## src/rtl/store_narrow_pkg.sv

```systemverilog
`default_nettype none
// ============================================================================
// Module      : store_narrow_pkg
// Description : Shared definitions for the store-path narrowing unit.
//               Holds the access-size encodings, the controller state enum,
//               and the byte_count() helper.
// Revision    : 1.0 - initial release
// ============================================================================
package store_narrow_pkg;

  // Access-size encodings carried on req_size.
  localparam logic [1:0] SZ_BYTE = 2'b00;
  localparam logic [1:0] SZ_HALF = 2'b01;
  localparam logic [1:0] SZ_WORD = 2'b10;
  localparam logic [1:0] SZ_RSVD = 2'b11;

  // Controller states.
  typedef enum logic [1:0] {
    ST_IDLE  = 2'd0,
    ST_WRITE = 2'd1,
    ST_DONE  = 2'd2
  } state_e;

  // Number of bytes written for a given access size.
  // The reserved encoding yields zero; it never reaches the WRITE state.
  function automatic logic [2:0] byte_count(input logic [1:0] size);
    logic [2:0] n;
    case (size)
      SZ_BYTE: n = 3'd1;
      SZ_HALF: n = 3'd2;
      SZ_WORD: n = 3'd4;
      default: n = 3'd0;
    endcase
    return n;
  endfunction

endpackage : store_narrow_pkg
`default_nettype wire

```

## src/rtl/store_narrow_byte_lane_sel.sv

```systemverilog
`default_nettype none
// ============================================================================
// Module      : byte_lane_sel
// Description : Combinational 4:1 byte mux. Picks little-endian lane cnt of
//               the 32-bit register value: lane k = data[8k+7:8k].
// Revision    : 1.0 - initial release
// ============================================================================
module byte_lane_sel #(
  parameter int DATA_WIDTH = 32
) (
  input  logic [DATA_WIDTH-1:0] data,
  input  logic [1:0]            cnt,
  output logic [7:0]            lane
);

  // Select the byte lane addressed by the byte counter.
  always_comb begin
    lane = 8'h00;
    case (cnt)
      2'd0:    lane = data[7:0];
      2'd1:    lane = data[15:8];
      2'd2:    lane = data[23:16];
      2'd3:    lane = data[31:24];
      default: lane = 8'h00;
    endcase
  end

endmodule : byte_lane_sel
`default_nettype wire

```

## src/rtl/store_narrow.sv

```systemverilog
`default_nettype none
// ============================================================================
// Module      : store_narrow
// Description : Store-path narrowing unit. Accepts one 32-bit store request
//               (value, byte address, size) and writes the selected byte,
//               halfword or word into a byte-wide data memory, one byte per
//               mem_ready handshake, little-endian, with address wrap.
//               req_ready low stalls the pipeline while a store is in flight.
//               Optional build macro STORE_NARROW_ALIGN_CHECK_EN: when
//               defined, misaligned halfword/word stores are rejected with
//               err=1 and no bytes written; otherwise they are written byte
//               by byte at base+k.
// Revision    : 1.0 - initial release
// ============================================================================
module store_narrow
  import store_narrow_pkg::*;
#(
  parameter int DATA_WIDTH = 32,
  parameter int ADDR_WIDTH = 10
) (
  input  logic                  clk,
  input  logic                  rst_n,
  input  logic                  req_valid,
  output logic                  req_ready,
  input  logic [ADDR_WIDTH-1:0] req_addr,
  input  logic [DATA_WIDTH-1:0] req_data,
  input  logic [1:0]            req_size,
  output logic                  mem_we,
  output logic [ADDR_WIDTH-1:0] mem_addr,
  output logic [7:0]            mem_wdata,
  input  logic                  mem_ready,
  output logic                  done,
  output logic                  err
);

  // Control state and latched request.
  state_e                state_q, state_d;
  logic [1:0]            cnt_q, cnt_d;
  logic [ADDR_WIDTH-1:0] base_q, base_d;
  logic [DATA_WIDTH-1:0] data_q, data_d;
  logic [1:0]            size_q, size_d;

  // Registered outputs.
  logic                  req_ready_q, req_ready_d;
  logic                  mem_we_q, mem_we_d;
  logic [ADDR_WIDTH-1:0] mem_addr_q, mem_addr_d;
  logic [7:0]            mem_wdata_q, mem_wdata_d;
  logic                  done_q, done_d;
  logic                  err_q, err_d;

  // Helper nets.
  logic                  misaligned;
  logic [2:0]            n_bytes;
  logic                  last_byte;
  logic [7:0]            lane_next;

`ifdef STORE_NARROW_ALIGN_CHECK_EN
  // Flag halfword stores on odd addresses and word stores off a 4-byte boundary.
  always_comb begin
    misaligned = ((req_size == SZ_HALF) && req_addr[0]) ||
                 ((req_size == SZ_WORD) && (req_addr[1:0] != 2'b00));
  end
`else
  // Without the alignment check every non-reserved size is written as-is.
  assign misaligned = 1'b0;
`endif

  assign n_bytes   = byte_count(size_q);
  assign last_byte = ({1'b0, cnt_q} == (n_bytes - 3'd1));

  // Next-state logic: latch the request on accept, step the byte counter on
  // each memory handshake, and finish through DONE for exactly one cycle.
  always_comb begin
    state_d = state_q;
    cnt_d   = cnt_q;
    base_d  = base_q;
    data_d  = data_q;
    size_d  = size_q;
    err_d   = 1'b0;

    case (state_q)
      ST_IDLE: begin
        if (req_valid && req_ready_q) begin
          base_d = req_addr;
          data_d = req_data;
          size_d = req_size;
          cnt_d  = 2'd0;
          if ((req_size == SZ_RSVD) || misaligned) begin
            state_d = ST_DONE;
            err_d   = 1'b1;
          end else begin
            state_d = ST_WRITE;
          end
        end
      end

      ST_WRITE: begin
        if (mem_ready) begin
          cnt_d = cnt_q + 2'd1;
          if (last_byte) begin
            state_d = ST_DONE;
          end
        end
      end

      ST_DONE: begin
        state_d = ST_IDLE;
      end

      default: begin
        state_d = ST_IDLE;
      end
    endcase
  end

  // Lane mux driven by the next-cycle data and counter so that the output
  // byte is registered together with the address it belongs to.
  byte_lane_sel #(
    .DATA_WIDTH (DATA_WIDTH)
  ) u_lane_sel (
    .data (data_d),
    .cnt  (cnt_d),
    .lane (lane_next)
  );

  // Output decode from the next state; everything leaves through a flop, so
  // req_* never reaches mem_* within the same cycle.
  always_comb begin
    req_ready_d = (state_d == ST_IDLE);
    mem_we_d    = (state_d == ST_WRITE);
    done_d      = (state_d == ST_DONE);
    mem_addr_d  = '0;
    mem_wdata_d = 8'h00;
    if (mem_we_d) begin
      mem_addr_d  = base_d + ADDR_WIDTH'(cnt_d);
      mem_wdata_d = lane_next;
    end
  end

  // State, latched request and output registers; reset drops any store in
  // flight without issuing done.
  always_ff @(posedge clk or negedge rst_n) begin
    if (!rst_n) begin
      state_q     <= ST_IDLE;
      cnt_q       <= 2'd0;
      base_q      <= '0;
      data_q      <= '0;
      size_q      <= SZ_BYTE;
      req_ready_q <= 1'b1;
      mem_we_q    <= 1'b0;
      mem_addr_q  <= '0;
      mem_wdata_q <= 8'h00;
      done_q      <= 1'b0;
      err_q       <= 1'b0;
    end else begin
      state_q     <= state_d;
      cnt_q       <= cnt_d;
      base_q      <= base_d;
      data_q      <= data_d;
      size_q      <= size_d;
      req_ready_q <= req_ready_d;
      mem_we_q    <= mem_we_d;
      mem_addr_q  <= mem_addr_d;
      mem_wdata_q <= mem_wdata_d;
      done_q      <= done_d;
      err_q       <= err_d;
    end
  end

  assign req_ready = req_ready_q;
  assign mem_we    = mem_we_q;
  assign mem_addr  = mem_addr_q;
  assign mem_wdata = mem_wdata_q;
  assign done      = done_q;
  assign err       = err_q;

endmodule : store_narrow
`default_nettype wire

```

## config.mk

```make
export PLATFORM = sky130hd
export DESIGN_NAME = store_narrow
export DESIGN_NICKNAME = d
export VERILOG_FILES = /design/src/rtl/store_narrow_pkg.sv /design/src/rtl/store_narrow_byte_lane_sel.sv /design/src/rtl/store_narrow.sv
export SDC_FILE = /design/constraint.sdc
export NUM_CORES = 1
export LEC_CHECK = 0
export ABC_CLOCK_PERIOD_IN_PS = 4600
export CELL_PAD_IN_SITES_DETAIL_PLACEMENT = 1
export CELL_PAD_IN_SITES_GLOBAL_PLACEMENT = 1
export CORE_UTILIZATION = 40
export CTS_BUF_LIST = sky130_fd_sc_hd__clkbuf_4
export CTS_CLUSTER_DIAMETER = 40
export DETAILED_ROUTE_END_ITERATION = 7
export PLACE_DENSITY_LB_ADDON = 0.25
export SLEW_MARGIN = 20
export SYNTH_ARGS = -nofsm -noshare
export SYNTH_HDL_FRONTEND = slang
export SYNTH_HIERARCHICAL = 1
export SYNTH_SLANG_ARGS = --single-unit
```

## constraint.sdc

```tcl
create_clock -name clk -period 4.6 [get_ports clk]
set_clock_uncertainty 0.15 [all_clocks]
set_input_delay 0.92 -clock clk [delete_from_list [all_inputs] [get_ports clk]]
set_output_delay 0.92 -clock clk [all_outputs]
set_load 0.05 [all_outputs]
```

# Word level (Yosys, flattened, before mapping)
# Cells that the tools add are included.
# Widths: inputs -> output; s select.
dict set report classes {
  mux 19
  eq_ne 10
  reduce_logical 6
  add_sub_neg 3
}
# op count
set op_table {}
lappend op_table {{$mux 32} 2}
lappend op_table {{$pmux 8 s4} 1}
lappend op_table {{$mux 10} 3}
lappend op_table {{$mux 2} 6}
lappend op_table {{$add 10x2->10} 1}
lappend op_table {{$eq 2x2->1 const B} 5}
lappend op_table {{$pmux 3 s3} 1}
lappend op_table {{$eq 2x1->1 const B} 4}
lappend op_table {{$logic_not 2->1} 4}
lappend op_table {{$mux 8} 1}
lappend op_table {{$pmux 2 s2} 2}
lappend op_table {{$eq 2x3->1} 1}
lappend op_table {{$mux 1} 3}
lappend op_table {{$sub 3x1->3 const B} 1}
lappend op_table {{$add 2x1->2 const B} 1}
lappend op_table {{$reduce_and 2->1} 1}
lappend op_table {{$logic_and 1x1->1} 1}
dict set report word_totals {
  out_inout_bits 22
  in_bits 48
  ff_bits 70
}

# Depth between registers and ports, before layout
# Gate-level depths: netlist (run 1).
dict set report logic_depth {
  word_depth 9
  ltp_mapped 11
}

# Hierarchy
# Netlist (run 1), hierarchy kept.
# module instances cells_each area_per_inst_um2
set by_module_without_submodules {}
lappend by_module_without_submodules {store_narrow 1 291 2885.3}
lappend by_module_without_submodules {byte_lane_sel 1 10 196.4}

# Worst setup path before layout (run 1)
# No wires, ideal clock.
dict set report synth_path {
  path_kind {input to register}
  startpoint {in req_valid}
  endpoint {reg mem_addr_q[6] (netlist: mem_addr[6])}
  setup_ps 120
  arrival_time_ps 3132
  required_time_ps 4330
  path_stages 11
  path_slack_ps 1198
  path_buffers 3
  path_cell_list {nand4bb_1 clkbuf_1 buf_2 buf_1 nand2_1 nand2_1 ha_1 inv_1 fa_1 or4_1 and3b_1}
}
dict set report synth_via {
  elab_chain_cells 5
  elab_cells_between_ends 10
  cone_classes {add/sub: 1; eq/ne: 1; mux: 7; reduce/logical: 1}
}
# item line_no
set synth_rtl {}
lappend synth_rtl {{from (decl)} store_narrow.sv:23} ;# input logic req_valid,
lappend synth_rtl {{$logic_and 1x1->1} store_narrow.sv:83} ;# if (req_valid && req_ready_q) begin
lappend synth_rtl {{$mux 10} store_narrow.sv:83}
lappend synth_rtl {{$mux 10} store_narrow.sv:81} ;# case (state_q)
lappend synth_rtl {{via base_d[0]} store_narrow.sv:39} ;# logic [ADDR_WIDTH-1:0] base_q, base_d;
lappend synth_rtl {{$add 10x2->10} store_narrow.sv:135} ;# mem_addr_d = base_d + ADDR_WIDTH'(cnt_d);
lappend synth_rtl {{$mux 10} store_narrow.sv:134} ;# if (mem_we_d) begin
lappend synth_rtl {{via mem_addr_d[6]} store_narrow.sv:46} ;# logic [ADDR_WIDTH-1:0] mem_addr_q, mem_addr_d;
lappend synth_rtl {{to (signal assigned)} store_narrow.sv:163} ;# mem_addr_q <= mem_addr_d;
lappend synth_rtl {{to (decl)} store_narrow.sv:46}
# The timed path passes the listed nets, and every way through them passes these cells.
# A chain may end at the register's enable or synchronous reset.

# Final worst setup path (run 1)
# Same ends and word-level chain as after synthesis.

==> results of run 1 <==
==> layer usage <==
layer / share of wire, % / routed length (um)
met5: 0 / 0
met4: 1.4 / 112
met3: 3.3 / 260
met2: 51 / 3930
met1: 45 / 3470
==> cells in the mapped netlist, types with 3 or more instances <==
| library cell | instances | area share [%] |
|---|---|---|
| mux2_2 | 4 | 1.5 |
| dfrtp_1 | 69 | 56 |
| mux2i_1 | 5 | 1.6 |
| inv_1 | 10 | 1.2 |
| a21oi_1 | 4 | 0.65 |
| nor3_1 | 8 | 1.3 |
| o21a_1 | 3 | 0.73 |
| buf_1 | 3 | 0.37 |
| mux4_2 | 8 | 5.8 |
| nand3_1 | 8 | 1.3 |
| clkbuf_1 | 6 | 0.73 |
| nor4_1 | 5 | 1.0 |
| nand2_1 | 114 | 14 |
| nor2_1 | 5 | 0.61 |
| nor2b_1 | 11 | 2.2 |
==> where the power goes <==
group / internal (W) / switching [W]
registers: 0.000888 / 0.000117
clock network: 0.000230 / 0.000216
logic: 0.000593 / 0.000862
==> final cells by class <==
class / instances / area [sq um]
inverters: 10 / 37.5
well taps: 99 / 124
multi-input cells: 207 / 1220
clock buffers: 11 / 82.6
clock inverters: 5 / 73.8
fillers: 801 / 3300
repair buffers: 76 / 738
flip-flops and latches: 70 / 1750
==> worst max-delay path, cell delays in order <==
cell             delay (ps)
clkdlybuf4s50_1         450
nand4bb_2               120
buf_4                   460
nand2_1                 120
nand2_1                 100
ha_1                    180
inv_1                    60
fa_1                    480
or4_1                   540
and3b_1                 170
==> placed cells by master, fill, tap and decap left out, types with 3 or more instances in the layout <==
cell,n
mux2i_1,5
nand2_1,114
nand3_1,8
clkdlybuf4s50_1,68
dfrtp_1,69
inv_1,10
mux2_2,4
nor2_1,5
mux4_2,8
clkbuf_4,11
a21oi_1,4
nor4_1,5
nor2b_1,11
buf_4,7
nor3_1,8
o21a_1,3
==> cells by family after synthesis <==
kind of cell,after synthesis
fa+ha+maj,3
flops,70
mux,18
buf+inv,24
simple gates,167
compound gates,16
xor+xnor,3
==> state kept, by name (all words and copies together) (netlist names) <==
signal     flops
base_q        10
req_ready      1
mem_we         1
state_q        2
mem_addr      10
size_q         2
err            1
mem_wdata      8
data_q        32
done           1
cnt_q          2
==> worst min-delay path by stage <==
stage,slack (ps),end,start,depth (start not counted)
after global placement,300,data_q[12],data_q[12],2
after detailed placement,310,data_q[7],data_q[7],2
final,330,data_q[25],data_q[25],2
after floorplan,290,data_q[16],data_q[16],2
after global routing,350,data_q[25],data_q[25],2
after CTS,330,data_q[25],data_q[25],2
==> metrics by stage <==
stage	instances	worst slack [ps]	util (%)
6_report	478	1140	55.0
5_1_grt	478	984	55.0
4_1_cts	478	1150	55.0
3_5_place_dp	462	717	52.9
3_3_place_gp	462	820	52.9
2_1_floorplan	301	1200	-
==> out/results.txt, run 1 <==
Outcome: finished, final reports clean
Synth Cell Area: 3080 sq um
Tmin final: 3460 ps
Post-synthesis register bit count: 70
Power per standard cell area: 720 nW/um^2
Post-CTS setup buffer count: 0
Post-synth EDFFs: 0
Worst hold path class: reg -> reg
Post-synthesis cell type count: 43
Slew headroom: 37.6%
Total grt overflow: 0
M2 GR Usage: 36.5%
# port buffers: 69
Drt via density: 5.06
RSZ-0062 raised after global routing: no
Placed Area: 3880 sq um
FF-to-FF End: mem_addr[6]
Routed WL: 7770 um
Sink Count: 70
Final Hold Fails: 0
Critical Path Start: req_valid
# H-tree levels: 3
Critical Path RT: 4760 ps
Final nets: 425
Crit share post-route: 75.3%
CTS root buf: clkbuf_4
Drt wl/cell: 16.3 um
Max-cap violation count: 0
Post-Synth XOR/XNOR Area: 0.853%
PostCTS Resize Cnt: 0
TritonCTS clock tree: done
Ports: 70
Largest net degree at the start of global routing: 50
Main synth FF type: dfrtp_1
Post-DRT Antenna Nets: 0
Cells after synthesis: 301
Die Height: 89.8 um
Peak VDD IR: 237 uV
Initial antenna violation count: 0
Setup TNS: 0 ps
Met3 GRT Util: 4.31%
CP max FO: 49
Horiz. Die Dim: 89.8 um
ANT cells: 0
Gr usage total: 21.6%
Ratio of cells with drive above 1 in the final layout: 10.6%
Cell area after layout: 4030 sq um
Seq/Total Area, Yosys: 56.9%
Largest family of logic cells by synthesized area: simple AND/OR/NAND/NOR gates
Fin. max-slew vios: 0
Routed vias: 2418
Syn Area/Cell: 10.2 sq um
P_leak: 1.88 nW
CTS max path bufs: 2
Crit path capture type: flip-flop
DRC Markers: 0
PnR Total Power: 0.00291 W
Worst-Margin Slew: 937 ps
Ys Warns: 6
R2R setup slack: 1640 ps
Most used routing layer: met2
Number of global-route vias before repair: 2684
R2R cell count: 9
FMAX: 0.289 GHz
Worst-path clk slew: 110 ps
CP endpoint: mem_addr[6]
GR Util met1: 27.5%
Critical path type: in -> reg
Die Area: 8060 sq um
Clk_lat worst skew: 410 ps
Syn_nets: 352
Fin Hold WS: 328 ps
FFs w/ async S/R, synth: 100%
Hold_buf cts: 0
Post-synthesis mux area share: 9.38%
# setup viols final: 0
Area Growth Syn to Fin: 30.9%
Placer Congestion: 0.773
Core area: 7330 sq um
Simple-Gate Fraction of Synth Area: 24.5%
RR Startpoint: state_q[0]
Adder-cell share of the synthesized area: 1.46%
Arrival time of the worst setup path: 3620 ps
Floorplan row count: 31
Initial Util: 42.0%
Startpoint types: input port
Drt initial violations: 81
Dpl hpwl: 5480 um
First-pass GRT wire length: 13500 um
Post-synthesis compound-gate area fraction: 3.41%
CTS Buf Count: 9
First-pass iteration count of the detailed router: 4
Power figures use the tool's default switching activity.
==> inputs of run 2 (changes only) <==
ABC_CLOCK_PERIOD_IN_PS = 2900   (was 4600)
CORE_UTILIZATION = 36   (was 40)
clock period = 2.9 ns   (was 4.6 ns; I/O delays follow)
==> run 2 against run 1 <==
Critical endpoint unchanged. Critical path depth is 1 lower. Flip-flop and latch count stayed put. Wire length is 4.0% lower. Clock power is 18% higher. Via count is 1.3% higher.
==> out/results.txt, run 2 (synthesis results as in run 1) <==
# H-tree levels: 3 (unchanged)
Power per standard cell area: 1100 nW/um^2 (was 720 nW/um^2)
Drt wl/cell: 15.1 um (was 16.3 um)
DRT met1 WL: 3350 um (was 3470 um)
Post-CTS setup buffer count: 0 (unchanged)
Worst-Margin Slew: 533 ps (was 937 ps)
PostCTS Resize Cnt: 0 (unchanged)
WL met2: 3610 um (was 3930 um)
Initial Util: 37.3% (was 42.0%)
Worst path most repeated cell: nand2_1 (unchanged)
Most flop-heavy register: data_q (unchanged)
Final nets: 434 (was 425)
Most frequent cells in the layout: nand2_1 (114), dfrtp_1 (69), clkdlybuf4s50_1 (68), buf_4 (15), clkbuf_4 (12) (was nand2_1 (114), dfrtp_1 (69), clkdlybuf4s50_1 (68), nor2b_1 (11), clkbuf_4 (11))
TritonCTS clock tree: done (unchanged)
Critical path type: in -> reg (unchanged)
Arrival time of the worst setup path: 2820 ps (was 3620 ps)
Gr usage total: 19.1% (was 21.6%)
Placed Area: 3950 sq um (was 3880 sq um)
Area Growth Syn to Fin: 31.9% (was 30.9%)
Peak VDD IR: 357 uV (was 237 uV)
Horiz. Die Dim: 94.5 um (was 89.8 um)
CP max-delay cell: clkdlybuf4s50_1 (was or4_1)
Placer Congestion: 0.814 (was 0.773)
Largest net degree at the start of global routing: 44 (was 50)
Crit path largest cell delay: 520 ps (was 540 ps)
Cell area after layout: 4060 sq um (was 4030 sq um)
Max reg flops: 32 (unchanged)
Sink Count: 70 (unchanged)
Filler cell count: 959 (was 801)
Ports: 70 (unchanged)
Clk_lat worst skew: 410 ps (about the same)
Startpoint types: input port (unchanged)
First-pass GRT wire length: 12600 um (was 13500 um)
DRC Markers: 0 (unchanged)
Core area: 8260 sq um (was 7330 sq um)
Drt via density: 4.97 (was 5.06)
Max-cap violation count: 0 (unchanged)
Post-DRT Antenna Nets: 0 (unchanged)
Fin. max-slew vios: 0 (unchanged)
Routed met3 length: 369 um (was 260 um)
Slew headroom: 64.1% (was 37.6%)
Dpl hpwl: 5310 um (was 5480 um)
Top Layer Used: met4 (unchanged)
Dpl ws: -179 ps (was 717 ps)
CTS Buf Count: 9 (unchanged)
Drt initial violations: 44 (was 81)
Worst-path clk slew: 110 ps (about the same)
Worst-path cell chain: clkdlybuf4s50_1 > and4bb_2 > nand2_1 > nand2_1 > ha_1 > inv_1 > fa_2 > or4_1 > and3b_1 (was clkdlybuf4s50_1 > nand4bb_2 > buf_4 > nand2_1 > nand2_1 > ha_1 > inv_1 > fa_1 > or4_1 > and3b_1)
Worst hold path class: reg -> reg (unchanged)
Post-layout util: 49.2% (was 55.0%)
Die Area: 8930 sq um (was 8060 sq um)
First-pass iteration count of the detailed router: 4 (unchanged)
Critical Path RT: 3050 ps (was 4760 ps)
P_leak: 1.90 nW (was 1.88 nW)
# port buffers: 69 (unchanged)
Tmin final: 2660 ps
Number of global-route vias before repair: 2551 (was 2684)
Crit path capture type: flip-flop (unchanged)
CP max FO: 4 (was 49)
# setup viols final: 0 (unchanged)
Outcome: finished, final reports clean (unchanged)
RSZ-0062 raised after global routing: no (unchanged)
Floorplan row count: 33 (was 31)
CTS root buf: clkbuf_4 (unchanged)
ANT cells: 0 (unchanged)
Routed WL: 7460 um (was 7770 um)
Routed vias: 2450 (was 2418)
Initial antenna violation count: 0 (unchanged)
Die Height: 94.5 um (was 89.8 um)
Final Worst Setup Slack: 236 ps (was 1140 ps)
FMAX: 0.375 GHz
Total grt overflow: 0 (unchanged)
Crit share post-route: 91.9%
Final Hold Fails: 0 (unchanged)
Ratio of cells with drive above 1 in the final layout: 12.1% (was 10.6%)
Commonest non-fill, non-tap cell in the layout: nand2_1 (unchanged)
CTS max path bufs: 2 (unchanged)
[run 2: changes by cell type in the layout (fill, tap and decap cells not counted)]
cell,change
buf_4,+8
bufinv_16,-2
clkbuf_4,+1
clkinv_1,+2
clkinv_2,-1
dlygate4sd3_1,+1
fa_1,-1
fa_2,+1
[run 2: area by class of cell]
cell class | instances | area, sq um | share of cell area (%)
Clock inverter | 4 | 16.3 | 0.400
Timing Repair Buffer | 85 | 808 | 19.9
Inverter | 10 | 37.5 | 0.924
Sequential cell | 70 | 1750 | 43.1
Tap cell | 105 | 131 | 3.23
Clock buffer | 12 | 90.1 | 2.22
Multi-Input combinational cell | 207 | 1230 | 30.2
[run 2: worst paths after layout]
kind                            slack (ps)  depth (start not counted)     endpoint        from
worst max register to register         310                          9  mem_addr[6]  state_q[0]
worst min-delay path                   330                          2    data_q[5]   data_q[5]
worst min register to register         330                          2    data_q[5]   data_q[5]
worst max-delay path                   240                          9  mem_addr[6]   req_valid
min in group asynchronous              390                          2  mem_addr[0]       rst_n
max in group asynchronous             1520                          3   data_q[15]       rst_n
[run 2: what timing repair did]
| action | 4_1_cts | 5_1_grt |
|---|---|---|
| hold buffers | 1 | 0 |
| hold endpoints to repair | 8 | 0 |
| setup endpoints to repair | 0 | 0 |
[run 2: routing by layer]
| layer | track usage [%] | up-vias |
|---|---|---|
| li1 | - | 1163 |
| met1 | 24.3 | 1210 |
| met2 | 30.6 | 63 |
| met3 | 5.15 | 14 |
| met4 | 8.08 | 0 |
| met5 | 0 | - |
[run 2: per-stage QoR]
step	TNS, ps	total power (W)	hold slack (ps)	std cells
after global placement	-212	0.00390	300	476
after detailed placement	-576	0.00400	305	476
after CTS	0	0.00455	331	493
after floorplan	-2.01	0.00321	134	301
after global routing	0	0.00486	357	493
final	0	0.00448	326	493
[run 2: critical path, delay by kind of cell]
kind | cells | cell delay [ps]
fa+ha+maj | 2 | 500
buf+inv | 2 | 570
simple gates | 5 | 1160
[run 2: where the power goes]
part           internal [W]  switching [W]  total (W)
combinational       0.00101        0.00135    0.00236
clock              0.000196       0.000330   0.000526
sequential          0.00141       0.000184    0.00159
==> inputs of run 3 (changes only) <==
CORE_ASPECT_RATIO = 0.8   (was default)
CORE_MARGIN = 5   (was default)
SKIP_LAST_GASP = 1   (was default)
==> run 3 against run 2 <==
Non-clock buffer count decreased by 2. Count of clock-buffer cells in the layout decreased by 2. Largest cell class unchanged. Via count is 3.1% lower. Largest power group unchanged.
==> out/results.txt, run 3 (synthesis results as in run 1) <==
Outcome: finished, final reports clean (unchanged)
CP endpoint: mem_addr[6] (unchanged)
Worst-path clk slew: 120 ps (was 110 ps)
Max reg flops: 32 (unchanged)
# port buffers: 69 (unchanged)
Drt wl/cell: 15.5 um (was 15.1 um)
First-pass iteration count of the detailed router: 4 (unchanged)
P_leak: 1.93 nW (was 1.90 nW)
Post-DRT Antenna Nets: 0 (unchanged)
Worst-Margin Slew: 627 ps (was 533 ps)
Non-Filler Instances: 498 (was 493)
Most frequent cells in the layout: nand2_1 (114), dfrtp_1 (69), clkdlybuf4s50_1 (68), buf_4 (12), nor2b_1 (11) (was nand2_1 (114), dfrtp_1 (69), clkdlybuf4s50_1 (68), buf_4 (15), clkbuf_4 (12))
CTS root buf: clkbuf_4 (unchanged)
Post-CTS setup buffer count: 0 (unchanged)
Arrival time of the worst setup path: 2810 ps (was 2820 ps)
Crit path largest cell delay: 510 ps (was 520 ps)
Max-cap violation count: 0 (unchanged)
R2R cell count: 9 (unchanged)
Critical Path RT: 3050 ps (about the same)
First-pass GRT wire length: 13200 um (was 12600 um)
Total grt overflow: 0 (unchanged)
Slew headroom: 58.2% (was 64.1%)
# setup viols final: 0 (unchanged)
Worst-path cell chain: clkdlybuf4s50_1 > and4bb_2 > nand2_1 > nand2_1 > ha_1 > inv_1 > fa_2 > or4_1 > and3b_1 (unchanged)
Initial antenna violation count: 0 (unchanged)
CTS Buf Count: 9 (unchanged)
Tmin final: 2650 ps (was 2660 ps)
RSZ-0062 raised after global routing: no (unchanged)
Initial Util: 36.7% (was 37.3%)
Ports: 70 (unchanged)
CP max FO: 5 (was 4)
ANT cells: 0 (unchanged)
Routed WL: 7720 um (was 7460 um)
Commonest non-fill, non-tap cell in the layout: nand2_1 (unchanged)
Fin. max-slew vios: 0 (unchanged)
RR Startpoint: state_q[0] (unchanged)
Critical Path Start: req_valid (unchanged)
Hold_buf cts: 0 (was 1)
PnR Total Power: 0.00479 W (was 0.00448 W)
# H-tree levels: 3 (unchanged)
Most flop-heavy register: data_q (unchanged)
Worst Path Buf+Inv: 2 (unchanged)
Die Height: 92.8 um (was 94.5 um)
Area Growth Syn to Fin: 35.0% (was 31.9%)
Routed vias: 2375 (was 2450)
CP max-delay cell: clkdlybuf4s50_1 (unchanged)
Clk_lat worst skew: 400 ps (was 410 ps)
Power per standard cell area: 1150 nW/um^2 (was 1100 nW/um^2)
TritonCTS clock tree: done (unchanged)
Final nets: 432 (was 434)
R2R setup slack: 370 ps (was 310 ps)
Ratio of cells with drive above 1 in the final layout: 12.4% (was 12.1%)
Final Worst Setup Slack: 247 ps (was 236 ps)
Dpl ws: -188 ps (was -179 ps)
Floorplan row count: 30 (was 33)
Placer Congestion: 0.796 (was 0.814)
WP depth: 9 (unchanged)
Post-placement cell count: 482 (was 476)
DRC Markers: 0 (unchanged)
Post-layout util: 49.5% (was 49.2%)
Peak VDD IR: 447 uV (was 357 uV)
Sink Count: 70 (unchanged)
CTS max path bufs: 2 (unchanged)
Drt initial violations: 68 (was 44)
Worst path most repeated cell: nand2_1 (unchanged)
Dpl hpwl: 5580 um (was 5310 um)
Final Hold Fails: 0 (unchanged)
Crit path capture type: flip-flop (unchanged)
Core area: 8410 sq um (was 8260 sq um)
Horiz. Die Dim: 113 um (was 94.5 um)
Worst hold path class: in -> async (was reg -> reg)
PostCTS Resize Cnt: 0 (unchanged)
Critical path type: in -> reg (unchanged)
Crit share post-route: 91.5% (was 91.9%)
Die Area: 10500 sq um (was 8930 sq um)
Crit-path leading delay family: simple AND/OR/NAND/NOR gates (unchanged)
Gr usage total: 16.0% (was 19.1%)
Startpoint types: input port (unchanged)
Drt via density: 4.77 (was 4.97)
Setup TNS: 0 ps (unchanged)
Largest net degree at the start of global routing: 45 (was 44)
FF-to-FF End: mem_addr[6] (unchanged)
Number of global-route vias before repair: 2644 (was 2551)
FMAX: 0.377 GHz (was 0.375 GHz)
## run 3: cell count changes in the layout (fill, tap and decap cells not counted), moves of 2 or more
cell / before / now
buf_4: 15 / 12
clkinv_1: 3 / 1
buf_12: 0 / 2
bufinv_16: 0 / 3
clkbuf_4: 12 / 10
## run 3: how the worst min path moves through the flow
stage | slack [ps] | endpoint | depth (start not counted)
floorplan | 130 | base_q[0] | 0
global placement | 300 | data_q[27] | 2
detailed placement | 310 | data_q[14] | 2
CTS | 30 | data_q[23] | 1
global route | 60 | data_q[23] | 1
finish | 30 | data_q[16] | 1
## run 3: per-stage QoR
| stage | instance area, sq um | hold WS (ps) |
|---|---|---|
| floorplan | 3090 | 134 |
| global placement | 3970 | 298 |
| detailed placement | 3970 | 310 |
| CTS | 4160 | 26.8 |
| global route | 4160 | 60.5 |
| finish | 4160 | 28.3 |
## run 3: worst reg2reg max path, cell delays in order (launching register included)
cell,delay [ps]
dfrtp_1,420
nor2b_1,180
nand2_1,100
xor2_1,150
nor2_1,150
ha_1,200
inv_1,60
fa_2,330
or4_1,510
and3b_1,180
## run 3: layout make-up
type                            count  area, sq um
Clock buffer                       10         75.1
Clock inverter                      6          110
Timing Repair Buffer               83          816
Sequential cell                    70         1750
Inverter                           10         37.5
Fill cell                         954         4250
Multi-Input combinational cell    207         1230
Tap cell                          112          140
## run 3: report_power, final
| part | total, W | switching [W] | internal, W |
|---|---|---|---|
| registers | 0.00160 | 0.000188 | 0.00141 |
| clock network | 0.000796 | 0.000351 | 0.000445 |
| logic | 0.00240 | 0.00135 | 0.00104 |
| total | 0.00479 | 0.00189 | 0.00290 |
## run 3: per-layer routing
layer / track usage [%] / wire, um
met3: 3.92 / 277
met5: 0 / 0
met1: 20.6 / 3540
met4: 5.01 / 70
met2: 26.8 / 3830
